$ cat src/rtl/cpu_port_pkg.sv
// Shared types and constants for the CPU port bridge: FSM state encoding,
// watchdog sizing helper and the fill values returned on unmapped/aborted reads.
package cpu_port_pkg;

  typedef enum logic {
    IDLE   = 1'b0,
    ACCESS = 1'b1
  } state_t;

  // Width of a counter that must reach TIMEOUT; never collapses to zero bits.
  function automatic int timeout_width(input int timeout);
    return (timeout > 0) ? $clog2(timeout + 1) : 1;
  endfunction

  // Replicated across the data width: unmapped reads return zeros, aborts ones.
  localparam logic UNMAPPED_FILL = 1'b0;
  localparam logic ABORT_FILL    = 1'b1;

endpackage

$ cat src/rtl/cpu_port_watchdog.sv
// Wait-cycle counter for an outstanding access; flags expiry once the count
// reaches TIMEOUT. TIMEOUT of 0 builds no counter and never expires.
module cpu_port_watchdog
  import cpu_port_pkg::*;
#(
  parameter int TIMEOUT = 15
) (
  input  logic CLK,
  input  logic RSTb,
  input  logic clear,
  input  logic count_en,
  output logic expired
);

  generate
    if (TIMEOUT > 0) begin : g_count
      localparam int CNT_BITS = timeout_width(TIMEOUT);
      localparam logic [CNT_BITS-1:0] LIMIT = CNT_BITS'(TIMEOUT);

      logic [CNT_BITS-1:0] count;

      // NOTE: sequential state uses non-blocking assignments so every flop
      // samples pre-edge values regardless of process ordering.
      always_ff @(posedge CLK) begin
        if (!RSTb) begin
          count <= '0;
        end else if (clear) begin
          count <= '0;
        end else if (count_en && (count != LIMIT)) begin
          count <= count + 1'b1;
        end
      end

      assign expired = (count == LIMIT);
    end else begin : g_disabled
      logic unused_inputs;
      assign unused_inputs = &{1'b0, CLK, RSTb, clear, count_en};
      assign expired       = 1'b0;
    end
  endgenerate

endmodule

$ cat src/rtl/cpu_port_bridge.sv
// Registers one CPU port request at a time, steers it to the channel chosen by
// the upper address bits and holds the strobe until ready or watchdog abort.
module cpu_port_bridge
  import cpu_port_pkg::*;
#(
  parameter int BITS         = 16,
  parameter int ADDRESS_BITS = 16,
  parameter int CHANNELS     = 4,
  parameter int CH_SEL_BITS  = 2,
  parameter int TIMEOUT      = 15
) (
  input  logic                     CLK,
  input  logic                     RSTb,
  input  logic [ADDRESS_BITS-1:0]  cpu_addr_in,
  input  logic [BITS-1:0]          cpu_data_in,
  input  logic                     cpu_rd_in,
  input  logic                     cpu_wr_in,
  output logic                     cpu_stall,
  output logic [BITS-1:0]          cpu_rd_data,
  output logic                     cpu_rd_valid,
  output logic                     cpu_timeout,
  output logic [ADDRESS_BITS-1:0]  ch_address,
  output logic [BITS-1:0]          ch_data,
  output logic [CHANNELS-1:0]      ch_rd,
  output logic [CHANNELS-1:0]      ch_wr,
  input  logic [CHANNELS*BITS-1:0] ch_rd_data,
  input  logic [CHANNELS-1:0]      ch_ready
);

  localparam logic [CH_SEL_BITS:0] CH_LIMIT = (CH_SEL_BITS + 1)'(CHANNELS);

  state_t state, state_next;

  logic [CH_SEL_BITS-1:0] req_sel, sel_q;
  logic                   req_valid, req_mapped;
  logic                   is_read_q, mapped_q;
  logic [CHANNELS-1:0]    req_onehot;
  logic [BITS-1:0]        sel_rd_data;
  logic                   ready_hit, expired;
  logic                   accept, complete, abort, count_en;

  assign req_sel    = cpu_addr_in[ADDRESS_BITS-1 -: CH_SEL_BITS];
  assign req_valid  = cpu_rd_in ^ cpu_wr_in;
  assign req_mapped = ({1'b0, req_sel} < CH_LIMIT);

  // Decode for the incoming request and read-data mux for the latched channel.
  // NOTE: every always_comb output gets a default first so no path can infer a latch.
  always_comb begin
    req_onehot  = '0;
    sel_rd_data = '0;
    for (int k = 0; k < CHANNELS; k++) begin
      if (req_sel == CH_SEL_BITS'(k)) req_onehot[k] = 1'b1;
      if (sel_q == CH_SEL_BITS'(k))   sel_rd_data   = ch_rd_data[k*BITS +: BITS];
    end
  end

  // Live strobes equal the selected channel mask; unmapped accesses answer at once.
  assign ready_hit = !mapped_q || |(ch_ready & (ch_rd | ch_wr));

  cpu_port_watchdog #(
    .TIMEOUT (TIMEOUT)
  ) u_watchdog (
    .CLK      (CLK),
    .RSTb     (RSTb),
    .clear    (accept),
    .count_en (count_en),
    .expired  (expired)
  );

  always_ff @(posedge CLK) begin
    if (!RSTb) state <= IDLE;
    else       state <= state_next;
  end

  always_comb begin
    state_next = state;
    case (state)
      IDLE:    if (req_valid)            state_next = ACCESS;
      ACCESS:  if (ready_hit || expired) state_next = IDLE;
      default:                           state_next = IDLE;
    endcase
  end

  // Ready has priority over a coincident watchdog expiry.
  always_comb begin
    accept   = (state == IDLE) && req_valid;
    complete = (state == ACCESS) && ready_hit;
    abort    = (state == ACCESS) && !ready_hit && expired;
    count_en = (state == ACCESS) && !ready_hit;
  end

  assign cpu_stall = (state == ACCESS);

  always_ff @(posedge CLK) begin
    if (!RSTb) begin
      ch_address   <= '0;
      ch_data      <= '0;
      ch_rd        <= '0;
      ch_wr        <= '0;
      sel_q        <= '0;
      is_read_q    <= 1'b0;
      mapped_q     <= 1'b0;
      cpu_rd_data  <= '0;
      cpu_rd_valid <= 1'b0;
      cpu_timeout  <= 1'b0;
    end else begin
      cpu_rd_valid <= 1'b0;
      cpu_timeout  <= 1'b0;
      if (accept) begin
        ch_address <= cpu_addr_in;
        ch_data    <= cpu_data_in;
        sel_q      <= req_sel;
        is_read_q  <= cpu_rd_in;
        mapped_q   <= req_mapped;
        ch_rd      <= cpu_rd_in ? req_onehot : '0;
        ch_wr      <= cpu_wr_in ? req_onehot : '0;
      end
      if (complete || abort) begin
        ch_rd       <= '0;
        ch_wr       <= '0;
        cpu_timeout <= abort;
        if (is_read_q) begin
          cpu_rd_valid <= 1'b1;
          if (abort)         cpu_rd_data <= {BITS{ABORT_FILL}};
          else if (mapped_q) cpu_rd_data <= sel_rd_data;
          else               cpu_rd_data <= {BITS{UNMAPPED_FILL}};
        end
      end
    end
  end

endmodule
$ cat config.mk
export PLATFORM = sky130hd
export DESIGN_NAME = cpu_port_bridge
export DESIGN_NICKNAME = d
export VERILOG_FILES = /design/src/rtl/cpu_port_pkg.sv /design/src/rtl/cpu_port_watchdog.sv /design/src/rtl/cpu_port_bridge.sv
export SDC_FILE = /design/constraint.sdc
export NUM_CORES = 1
export LEC_CHECK = 0
export CAP_MARGIN = 20
export CORE_UTILIZATION = 62
export CTS_CLUSTER_SIZE = 30
export DETAILED_ROUTE_END_ITERATION = 10
export DONT_BUFFER_PORTS = 1
export GPL_TIMING_DRIVEN = 0
export PLACE_DENSITY = 0.83
export SYNTH_ARGS = -nofsm -noshare
export SYNTH_HDL_FRONTEND = slang
export SYNTH_SLANG_ARGS = --single-unit
$ cat constraint.sdc
create_clock -name CLK -period 1.5 [get_ports CLK]
set_input_delay 0.225 -clock CLK [delete_from_list [all_inputs] [get_ports CLK]]
set_output_delay 0.225 -clock CLK [all_outputs]
set_load 0.02 [all_outputs]
==> results by group, run 1 <==
Run status
  • Status: complete, but fails checks
  • Failing checks: DRC

Route
  • DR WL met3: 690 um
  • Vias: 2451
  • DRC viols: 26
  • Via/cell ratio: 6.28
  • DR WL met2: 3.79 mm
  • Met1 WL: 2.77 mm
  • Initial DRC count: 146
  • Wirelength per Cell: 19.1 um
  • Top sig layer: met4
  • Routed WL: 7.44 mm
  • Detail Route Antenna Nets: 0
  • Drt pass-1 iters: 8

Synthesis
  • Post-synth top area cell: dfxtp_1
  • Synth Instances: 317
  • Cell Area, Synth: 2940 sq um
  • Area share of the largest cell type after synthesis: 44.3%
  • Seq/Total Area, Yosys: 44.3%
  • Share of flip-flops with an asynchronous set or reset: 0%
  • Ys Warns: 0
  • Top post-synthesis cells by area: dfxtp_1, mux2i_1, nand2_1
  • Syn Nets: 422
  • Number of synthesized register bits: 65
  • Primary FF master, synth: dfxtp_1
  • EDFF count, synth: 0
  • Cell variety after synth: 37
  • Post-Syn Area per Cell: 9.27 sq um

Timing
  • Worst-Margin Slew: 0.450 ns
  • Setup ws final: 0.00425 ns
  • Fmax: 0.669 GHz
  • Setup_tns: 0 ns
  • Fin Clk Skew: 0.00531 ns
  • RSZ-0062 raised after global routing: true
  • Hold Violations, Final: 0
  • Max-slew headroom: 70.0%
  • Final worst path period share: 99.7%
  • # setup viols final: 0
  • Min cycle time layout: 1.50 ns
  • Max-slew violations: 0

Setup path
  • Critical Path RT: 1.74 ns
  • Worst setup EP type: flop
  • Worst Path Arrival: 1.73 ns
  • R2r endpoint: u_watchdog.g_count.count[1]$_SDFFE_PP0P_
  • Worst setup path start: ch_rd[1]$_SDFFE_PP0P_
  • Setup CP Type: flop to flop
  • Reg2Reg Depth: 6
  • Startpoint types: flop
  • RR Startpoint: ch_rd[1]$_SDFFE_PP0P_
  • CP Max Fanout: 5
  • CP endpoint: u_watchdog.g_count.count[1]$_SDFFE_PP0P_
  • R2r setup slk: 0.004 ns

Clock tree
  • Clock-pin slew on the worst setup and hold paths: 0.07 ns
  • Maximum root-to-sink buffer count: 2
  • Clock root buffer: clkbuf_8
  • H-Tree Depth: 3
  • Clock latency on the worst-skew pair: 0.34 ns
  • CTS tree: built
  • Hold buffer count at CTS: 0
  • TritonCTS Buffers: 9
  • Clk sinks: 65

GRT
  • Largest net degree at the start of global routing: 12
  • Vias in the first global route: 2437
  • First-pass GRT wire length: 11.4 mm
  • Antenna violations before repair: 0
  • Gr ovfl total: 0
  • Total global-route track usage: 29.3%

Pwr
  • Pwr Total: 3930 uW
  • VDD IR-drop max: 814 uV
  • PwrDens: 1160 nW/um^2
  • Leakage Power: 0.00121 uW

Layout
  • Nets: 438
  • FF/Latch Area: 1320 sq um
  • Most frequent cells in the layout: nand2_1, dfxtp_1, a21boi_0
  • Multi-input logic area: 1590 sq um
  • Commonest non-fill, non-tap cell in the layout: nand2_1
  • Fraction of layout cells with a size suffix above 1: 22.5%
  • Area Growth Syn to Fin: 14.9%
  • Ant diodes: 0
  • # fillers: 335
  • Finished Layout Cells: 390

Flow run
  • Max-Cap Viols: 0

Place
  • DP Cell Count: 369
  • Pre-CTS setup slack: -0.221 ns
  • Placer Congestion: 0.838
  • Final HPWL DP: 5.17 mm
  • # port buffers: 0

Floorplan
  • CORE AREA: 4440 sq um
  • Die Wd: 70.8 um
  • Die ar.: 5020 sq um
  • Number of I/O pins: 163
  • Initial core utilization: 66.1%
  • Site row count: 24
  • Die Y: 70.8 um

Min path
  • Hold/Removal Path Class: input pin to flop
## cells by family (layout without fill, tap and decap cells)
logic type                 count (synthesis)  in the layout  synth area share [%]
and+or+nand+nor                          105            105                  16.1
AOI/OAI and AO/OA                         85             85                  22.5
DFF                                       65             65                  44.3
muxes                                     33             33                  11.2
buffers and inverters                     26             47                  4.77
xor gates and xnor gates                   2              2                 0.596
adders and majority gates                  1              1                 0.426
## power by group
part	switching (uW)	internal, uW
Combinational	266	210
Clock	681	800
Sequential	160	1810
## area by class of cell
| cell class | count | area share [%] |
|---|---|---|
| Tap cell | 52 | 1.93 |
| Clock inverter | 6 | 1.70 |
| Clock buffer | 10 | 4.08 |
| Timing Repair Buffer | 6 | 1.44 |
| Sequential cell | 65 | 39.1 |
| Multi-Input combinational cell | 226 | 46.9 |
| Inverter | 2 | 0.222 |
| Buffer | 23 | 4.59 |
## layer usage
metal / track usage (%) / vias up
met3: 9.40 / 18
met4: 16.9 / 0
met5: 0 / -
met1: 32.1 / 1142
met2: 50.0 / 133
li1: - / 1158
## worst min-delay path by stage
| stage | from | to | slack, ns | cells after the start |
|---|---|---|---|---|
| after floorplan | cpu_addr_in[0] | ch_address[0]$_SDFFE_PN0P_ | 0.37 | 2 |
| after global placement | cpu_data_in[8] | ch_data[8]$_SDFFE_PN0P_ | 0.37 | 2 |
| after detailed placement | cpu_addr_in[8] | ch_address[8]$_SDFFE_PN0P_ | 0.38 | 2 |
| after CTS | cpu_addr_in[8] | ch_address[8]$_SDFFE_PN0P_ | 0.01 | 2 |
| after global routing | cpu_data_in[13] | ch_data[13]$_SDFFE_PN0P_ | 0.01 | 2 |
| final | cpu_addr_in[8] | ch_address[8]$_SDFFE_PN0P_ | 0.02 | 2 |
## worst max-delay path, stage by stage (launching register included)
cell and delay [ns]:
dfxtp_2 0.37, o21ai_2 0.20, nand3_4 0.12, buf_4 0.16
nor3_4 0.23, mux2i_1 0.25, nor2_1 0.05
## Yosys cell counts (2+ instances only)
cell type and number:
a22oi_1 6, o21a_1 2, a21oi_2 2, a21boi_0 33, a21o_1 2, o22ai_1 16, buf_6 2, nor3_1 5
inv_1 2, xnor2_1 2, clkbuf_1 8, mux2i_1 33, o21ai_1 3, buf_4 4, o221a_2 6, nand2b_4 2
a21oi_1 3, dfxtp_1 65, nand3_1 3, buf_2 10, o221a_1 10, nand2_1 74, nor2_1 10
## state kept, by name (all words and copies together), names as in the netlist
name,cells
ch_data,16
is_read_q,1
cpu_timeout,1
cpu_rd_valid,1
u_watchdog.g_count.count,4
ch_address,16
cpu_stall,1
mapped_q,1
cpu_rd_data,16
ch_wr,4
ch_rd,4
## metrics by stage
| step | area [sq um] | hold slack (ns) | utilization [%] |
|---|---|---|---|
| 2_1_floorplan | 2940 | 0.370 | - |
| 3_3_place_gp | 3000 | 0.372 | 67.6 |
| 3_5_place_dp | 3000 | 0.378 | 67.6 |
| 4_1_cts | 3300 | 0.0117 | 74.3 |
| 5_1_grt | 3380 | 0.0104 | 76.0 |
| 6_report | 3380 | 0.0173 | 76.0 |
## repair_timing
item | CTS | global route
gates cloned | 0 | 1
buffers inserted | 2 | 3
pin swaps | 5 | 6
gates resized for setup | 31 | 13
setup endpoints to repair | 41 | 41
No activity file was read; power rests on OpenSTA's default activity.
==> run 2: changes to the inputs <==
--- a/config.mk
+++ b/config.mk
@@ -6,6 +6,7 @@
 export NUM_CORES = 1
 export LEC_CHECK = 0
 export CAP_MARGIN = 20
+export CORE_ASPECT_RATIO = 0.5
 export CORE_UTILIZATION = 62
 export CTS_CLUSTER_SIZE = 30
 export DETAILED_ROUTE_END_ITERATION = 10
==> run 2 against run 1 <==
Net effect: the flow finishes with violations (setup timing); global-route usage increased by 0.11 points; core utilization increased by 0.68 points; final cell count increased by 1.3%; via count increased by 1.2%; wire length decreased by 0.17%; sequential cell count unchanged; critical endpoint is now u_watchdog.g_count.count[3]$_SDFFE_PP0P_; largest power group unchanged; highest routed layer unchanged.
==> results by group, run 2 (synthesis results as in run 1) <==
Setup path
  • R2r endpoint: u_watchdog.g_count.count[3]$_SDFFE_PP0P_
  • Startpoint types: flop
  • Worst setup EP type: flop
  • CP Max Fanout: 5 (unchanged)
  • Critical path's slowest cell: dfxtp_1
  • R2r setup slk: -0.009 ns (about the same)
  • CP delay by family, top: simple AND/OR/NAND/NOR gates
  • Critical Path, Cell by Cell: ha_2 -> nand3_4 -> nand2_1 -> nor3_4 -> nand3_1 -> a21oi_2
  • Largest stage delay, worst path: 0.34 ns (-0.03 ns)
  • Critical Path RT: 1.77 ns (+0.03 ns)
  • Setup CP Type: flop to flop
  • WP buf/inv: 0 (-1)
  • Reg2Reg Depth: 6 (unchanged)
  • Worst Path Arrival: 1.78 ns (+0.05 ns)
  • RR Startpoint: u_watchdog.g_count.count[0]$_SDFFE_PP0P_

Timing
  • Hold Violations, Final: 0 (unchanged)
  • # setup viols final: 1 (+1)
  • Fin Clk Skew: 0.00500 ns (-0.000312 ns)
  • WHS: 0.0235 ns (+0.00621 ns)
  • Fmax: 0.663 GHz (-0.85%)
  • RSZ-0062 raised after global routing: true
  • Setup_tns: -0.00861 ns (-0.00861 ns)
  • Max-slew headroom: 66.5% (-3.5 points)
  • Final worst path period share: 101% (+0.86 points)
  • Min cycle time layout: 1.51 ns (+0.0129 ns)
  • Max-slew violations: 0 (unchanged)
  • Setup ws final: -0.00861 ns (-0.0129 ns)
  • Worst-Margin Slew: 0.503 ns (+0.0528 ns)

Layout
  • Ant diodes: 0 (unchanged)
  • Commonest non-fill, non-tap cell in the layout: nand2_1
  • Most frequent cells in the layout: nand2_1, dfxtp_1, a21boi_0
  • # fillers: 293 (-13%)
  • Registers with the most flip-flops: ch_address x16, ch_data x16, cpu_rd_data x16
  • Multi-input logic area: 1590 sq um (unchanged)
  • Fraction of layout cells with a size suffix above 1: 23.1% (+0.59 points)
  • Area Growth Syn to Fin: 16.6%
  • Layout Utilization: 76.7% (+0.68 points)
  • Nets: 439 (+0.23%)
  • Final Cell Area: 3420 sq um (+1.4%)
  • FF/Latch Area: 1320 sq um (+0.19%)

Clock tree
  • Hold buffer count at CTS: 0 (unchanged)
  • CTS tree: built
  • Clock-pin slew on the worst setup and hold paths: 0.07 ns (about the same)
  • Maximum root-to-sink buffer count: 2 (unchanged)
  • Clock latency on the worst-skew pair: 0.34 ns (about the same)
  • H-Tree Depth: 3 (unchanged)
  • Clk sinks: 65 (unchanged)
  • Clock root buffer: clkbuf_8
  • TritonCTS Buffers: 9 (unchanged)

Min path
  • Hold/Removal Path Class: input pin to flop
  • Worst Min Path Start: cpu_addr_in[15]
  • Hold depth: 2 (unchanged)
  • Hold EP: ch_address[15]$_SDFFE_PN0P_

Pwr
  • Leakage Power: 0.00123 uW (+1.3%)
  • VDD IR-drop max: 917 uV (+13%)
  • PwrDens: 1180 nW/um^2 (+1.4%)

Floorplan
  • CORE AREA: 4470 sq um (+0.51%)
  • Die Wd: 99.4 um (+40%)
  • Initial core utilization: 65.8% (-0.33 points)
  • Die Y: 50.7 um (-28%)
  • Site row count: 17 (-29%)
  • Die ar.: 5030 sq um (+0.34%)
  • Number of I/O pins: 163 (unchanged)

Route
  • Initial DRC count: 81 (-45%)
  • Top sig layer: met4
  • Detail Route Antenna Nets: 0 (unchanged)
  • Met1 WL: 3.11 mm (+12%)
  • Wirelength per Cell: 18.8 um (-1.4%)
  • DRC viols: 0 (-100%)
  • Vias: 2481 (+1.2%)
  • Routed WL: 7.43 mm (-0.17%)
  • Via/cell ratio: 6.28 (about the same)
  • DR WL met2: 3.71 mm (-1.9%)
  • Drt pass-1 iters: 4 (-4)
  • DR WL met3: 586 um (-15%)

Place
  • Final HPWL DP: 5.09 mm (-1.5%)
  • # port buffers: 0 (unchanged)
  • Area after DPL: 3010 sq um (+0.21%)
  • Placer Congestion: 0.787 (-6.1%)

GRT
  • Total global-route track usage: 29.4% (+0.11 points)
  • Gr ovfl total: 0 (unchanged)
  • Largest net degree at the start of global routing: 11 (-1)
  • Vias in the first global route: 2362 (-3.1%)
  • First-pass GRT wire length: 11.1 mm (-1.9%)
  • Antenna violations before repair: 0 (unchanged)

Run status
  • Status: complete, but fails checks
  • Failing checks: setup timing

Flow run
  • Max-Cap Viols: 0 (unchanged)
[run 2: changes by cell type in the layout (fill, tap and decap cells not counted), sizes merged]
cell	before	now
buf	22	23
clkinv	4	1
clkinvlp	1	0
clkbuf	17	20
[run 2: what timing repair did]
action / 4_1_cts / 5_1_grt
buffers inserted: 4 / 2
setup endpoints to repair: 56 / 29
gates resized for setup: 28 / 20
cloned: 0 / 1
pin swaps: 4 / 11
[run 2: metal layers]
metal / track usage (%) / up-vias
met4: 10.3 / 0
met5: 0 / -
met1: 34.2 / 1207
li1: - / 1156
met2: 49.5 / 114
met3: 12.1 / 4
[run 2: worst register-to-register path, stage by stage (launching register included)]
cell,delay [ns]
dfxtp_1,0.34
ha_2,0.22
nand3_4,0.12
nand2_1,0.10
nor3_4,0.32
nand3_1,0.16
a21oi_2,0.17
[run 2: cell type report]
cell class | count | area share (%)
well taps | 57 | 2.08
repair buffers | 7 | 1.86
multi-input cells | 226 | 46.3
clock inverters | 2 | 1.02
flip-flops and latches | 65 | 38.6
clock buffers | 13 | 5.22
inverters | 2 | 0.219
plain buffers | 23 | 4.68
[run 2: power breakdown]
group	leakage, uW	internal, uW	total (uW)	switching (uW)
clock network	0.000112	937	1570	636
registers	0.000536	1810	1970	161
logic	0.000579	215	493	277
total	0.00123	2960	4030	1070
[run 2: metrics by stage]
step           std cells  power, uW  setup slack [ns]
4_1_cts              392       4020         -0.000193
5_1_grt              395       4170            -0.100
3_3_place_gp         374       2410            -0.184
3_5_place_dp         374       2440            -0.224
6_report             395       4030          -0.00861
2_1_floorplan        317       2340           0.00476
[run 2: worst max path at each step]
stage	startpoint	cells after the start	slack [ns]	to
floorplan	ch_address[14]$_SDFFE_PN0P_	5	0.005	cpu_rd_data[14]$_SDFFE_PN0P_
global placement	ch_address[14]$_SDFFE_PN0P_	5	-0.18	cpu_rd_data[12]$_SDFFE_PN0P_
detailed placement	ch_address[14]$_SDFFE_PN0P_	5	-0.22	cpu_rd_data[13]$_SDFFE_PN0P_
CTS	ch_address[14]$_SDFFE_PN0P_	5	-0.0002	cpu_rd_data[13]$_SDFFE_PN0P_
global route	ch_wr[1]$_SDFFE_PP0P_	6	-0.1	u_watchdog.g_count.count[3]$_SDFFE_PP0P_
finish	u_watchdog.g_count.count[0]$_SDFFE_PP0P_	6	-0.009	u_watchdog.g_count.count[3]$_SDFFE_PP0P_
==> run 3: changes to the inputs <==
--- a/config.mk
+++ b/config.mk
@@ -11,7 +11,6 @@
 export CTS_CLUSTER_SIZE = 30
 export DETAILED_ROUTE_END_ITERATION = 10
 export DONT_BUFFER_PORTS = 1
-export GPL_TIMING_DRIVEN = 0
 export PLACE_DENSITY = 0.83
 export SYNTH_ARGS = -nofsm -noshare
 export SYNTH_HDL_FRONTEND = slang
==> run 3 against run 2 <==
Net effect: the run now ends clean; highest routed layer unchanged; core utilization is 0.59 points lower; critical path type unchanged; clock power is 7% lower; cell area is 0.77% lower; clock-buffer cell count is 4 lower; hold slack worse by 0.0088 ns; register-to-register slack better by 0.03 ns; first-iteration DRC count is 21% higher; total power is 3.7% lower.
==> results by group, run 3 (synthesis results as in run 1) <==
Run status
  • Status: finished clean

Setup path
  • Setup CP Type: flop to flop
  • Worst Path Arrival: 1.71 ns (-0.07 ns)
  • Reg2Reg Depth: 6 (unchanged)
  • CP Max Fanout: 17 (+12)
  • Critical Path RT: 1.72 ns (-0.05 ns)
  • Startpoint types: flop
  • Worst setup EP type: flop
  • CP endpoint: cpu_rd_data[3]$_SDFFE_PN0P_
  • R2r endpoint: cpu_rd_data[3]$_SDFFE_PN0P_
  • Worst setup path start: ch_rd[0]$_SDFFE_PP0P_
  • R2r setup slk: 0.02 ns (+0.03 ns)
  • RR Startpoint: ch_rd[0]$_SDFFE_PP0P_

Floorplan
  • Site row count: 17 (unchanged)
  • Die Wd: 99.4 um (unchanged)
  • Die ar.: 5030 sq um (unchanged)
  • CORE AREA: 4470 sq um (unchanged)
  • Initial core utilization: 65.8% (unchanged)
  • Die Y: 50.7 um (unchanged)
  • Number of I/O pins: 163 (unchanged)

Min path
  • Hold/Removal Path Class: input pin to flop

Clock tree
  • Maximum root-to-sink buffer count: 2 (unchanged)
  • TritonCTS Buffers: 9 (unchanged)
  • CTS tree: built
  • H-Tree Depth: 3 (unchanged)
  • Clock latency on the worst-skew pair: 0.34 ns (about the same)
  • Clock-pin slew on the worst setup and hold paths: 0.07 ns (about the same)
  • Clock root buffer: clkbuf_8
  • Clk sinks: 65 (unchanged)

Route
  • DRC viols: 0 (unchanged)
  • Top sig layer: met4
  • DR WL met2: 3.62 mm (-2.7%)
  • Routed WL: 7.30 mm (-1.8%)
  • Via/cell ratio: 6.20 (-1.3%)
  • Initial DRC count: 98 (+21%)
  • Detail Route Antenna Nets: 0 (unchanged)
  • Wirelength per Cell: 18.5 um (-1.5%)
  • Drt pass-1 iters: 5 (+1)
  • Vias: 2443 (-1.5%)
  • DR WL met3: 692 um (+18%)
  • Met1 WL: 2.87 mm (-7.8%)

Layout
  • Fraction of layout cells with a size suffix above 1: 20.5% (-2.6 points)
  • Ant diodes: 0 (unchanged)
  • Most frequent cells in the layout: nand2_1, dfxtp_1, mux2i_1, a21boi_0, buf_4
  • Registers with the most flip-flops: ch_address x16, ch_data x16, cpu_rd_data x16
  • Commonest non-fill, non-tap cell in the layout: nand2_1
  • Nets: 437 (-0.46%)
  • Area Growth Syn to Fin: 15.7%
  • # fillers: 316 (+7.8%)
  • Final Cell Area: 3400 sq um (-0.77%)
  • Layout Utilization: 76.1% (-0.59 points)

GRT
  • First-pass GRT wire length: 10.4 mm (-6.6%)
  • Antenna violations before repair: 0 (unchanged)
  • Largest net degree at the start of global routing: 57 (+46)
  • Total global-route track usage: 27.2% (-2.2 points)
  • Vias in the first global route: 2210 (-6.4%)
  • Gr ovfl total: 0 (unchanged)

Timing
  • Max-slew violations: 0 (unchanged)
  • Final worst path period share: 98.8% (-1.7 points)
  • Fin Clk Skew: 0.00752 ns (+0.00252 ns)
  • Hold Violations, Final: 0 (unchanged)
  • Fmax: 0.675 GHz (+1.8%)
  • Min cycle time layout: 1.48 ns (-0.0262 ns)
  • Setup ws final: 0.0176 ns (+0.0262 ns)
  • # setup viols final: 0 (-1)
  • Worst-Margin Slew: 0.332 ns (-0.171 ns)
  • Max-slew headroom: 77.7% (+11 points)

Place
  • Pre-CTS setup slack: -0.129 ns (+0.0947 ns)
  • Placer Congestion: 0.795 (+0.99%)
  • Area after DPL: 3080 sq um (+2.2%)
  • # port buffers: 0 (unchanged)
  • Final HPWL DP: 4.92 mm (-3.3%)

Pwr
  • Leakage Power: 0.00122 uW (-0.71%)
  • VDD IR-drop max: 875 uV (-4.7%)
  • PwrDens: 1140 nW/um^2 (-3.0%)

Flow run
  • Max-Cap Viols: 0 (unchanged)
[run 3: worst min path at each step]
stage	start	endpoint	cells past startpoint
5_1_grt	RSTb	mapped_q$_SDFFE_PN0P_	1
4_1_cts	RSTb	cpu_timeout$_SDFF_PN0_	2
6_report	RSTb	mapped_q$_SDFFE_PN0P_	1
2_1_floorplan	cpu_addr_in[0]	ch_address[0]$_SDFFE_PN0P_	2
3_3_place_gp	RSTb	mapped_q$_SDFFE_PN0P_	1
3_5_place_dp	RSTb	cpu_stall$_SDFF_PN0_	1
[run 3: power breakdown]
part | switching [uW] | internal (uW)
sequential | 141 | 1810
clock | 693 | 763
combinational | 264 | 214
total | 1100 | 2790
[run 3: repair_timing]
| item | 4_1_cts | 5_1_grt |
|---|---|---|
| endpoints found under the hold margin | 1 | 0 |
| resized for setup | 3 | 15 |
| buffers inserted | 0 | 3 |
| setup endpoints to repair | 18 | 20 |
| cloned | 0 | 1 |
| hold buffers | 1 | 0 |
| pin swaps | 0 | 5 |
[run 3: critical path, stage by stage (launching register included)]
cell,delay (ns)
dfxtp_1,0.31
o21ai_1,0.23
nand2_2,0.17
nor2_4,0.17
a21oi_4,0.08
buf_12,0.15
o221a_2,0.27
[run 3: area by class of cell]
cell class	count	area, sq um	share of cell area, %
Clock buffer	9	124	3.65
Clock inverter	7	71.3	2.10
Inverter	2	7.51	0.221
Multi-Input combinational cell	227	1570	46.2
Sequential cell	65	1310	38.4
Tap cell	57	71.3	2.10
Timing Repair Buffer	27	250	7.36
[run 3: through the flow]
step,setup TNS [ns],cells,power [uW],hold WS (ns)
floorplan,0,317,2340,0.370
global placement,-0.586,373,2410,0.350
detailed placement,-1.79,373,2430,0.350
CTS,0,390,3880,0.00282
global route,-0.162,394,4010,0.00427
finish,0,394,3880,0.0147
[run 3: per-layer routing]
metal / global-route usage [%] / vias up
li1: - / 1161
met1: 29.9 / 1131
met2: 49.1 / 133
met3: 8.36 / 18
met4: 12.7 / 0
met5: 0 / -
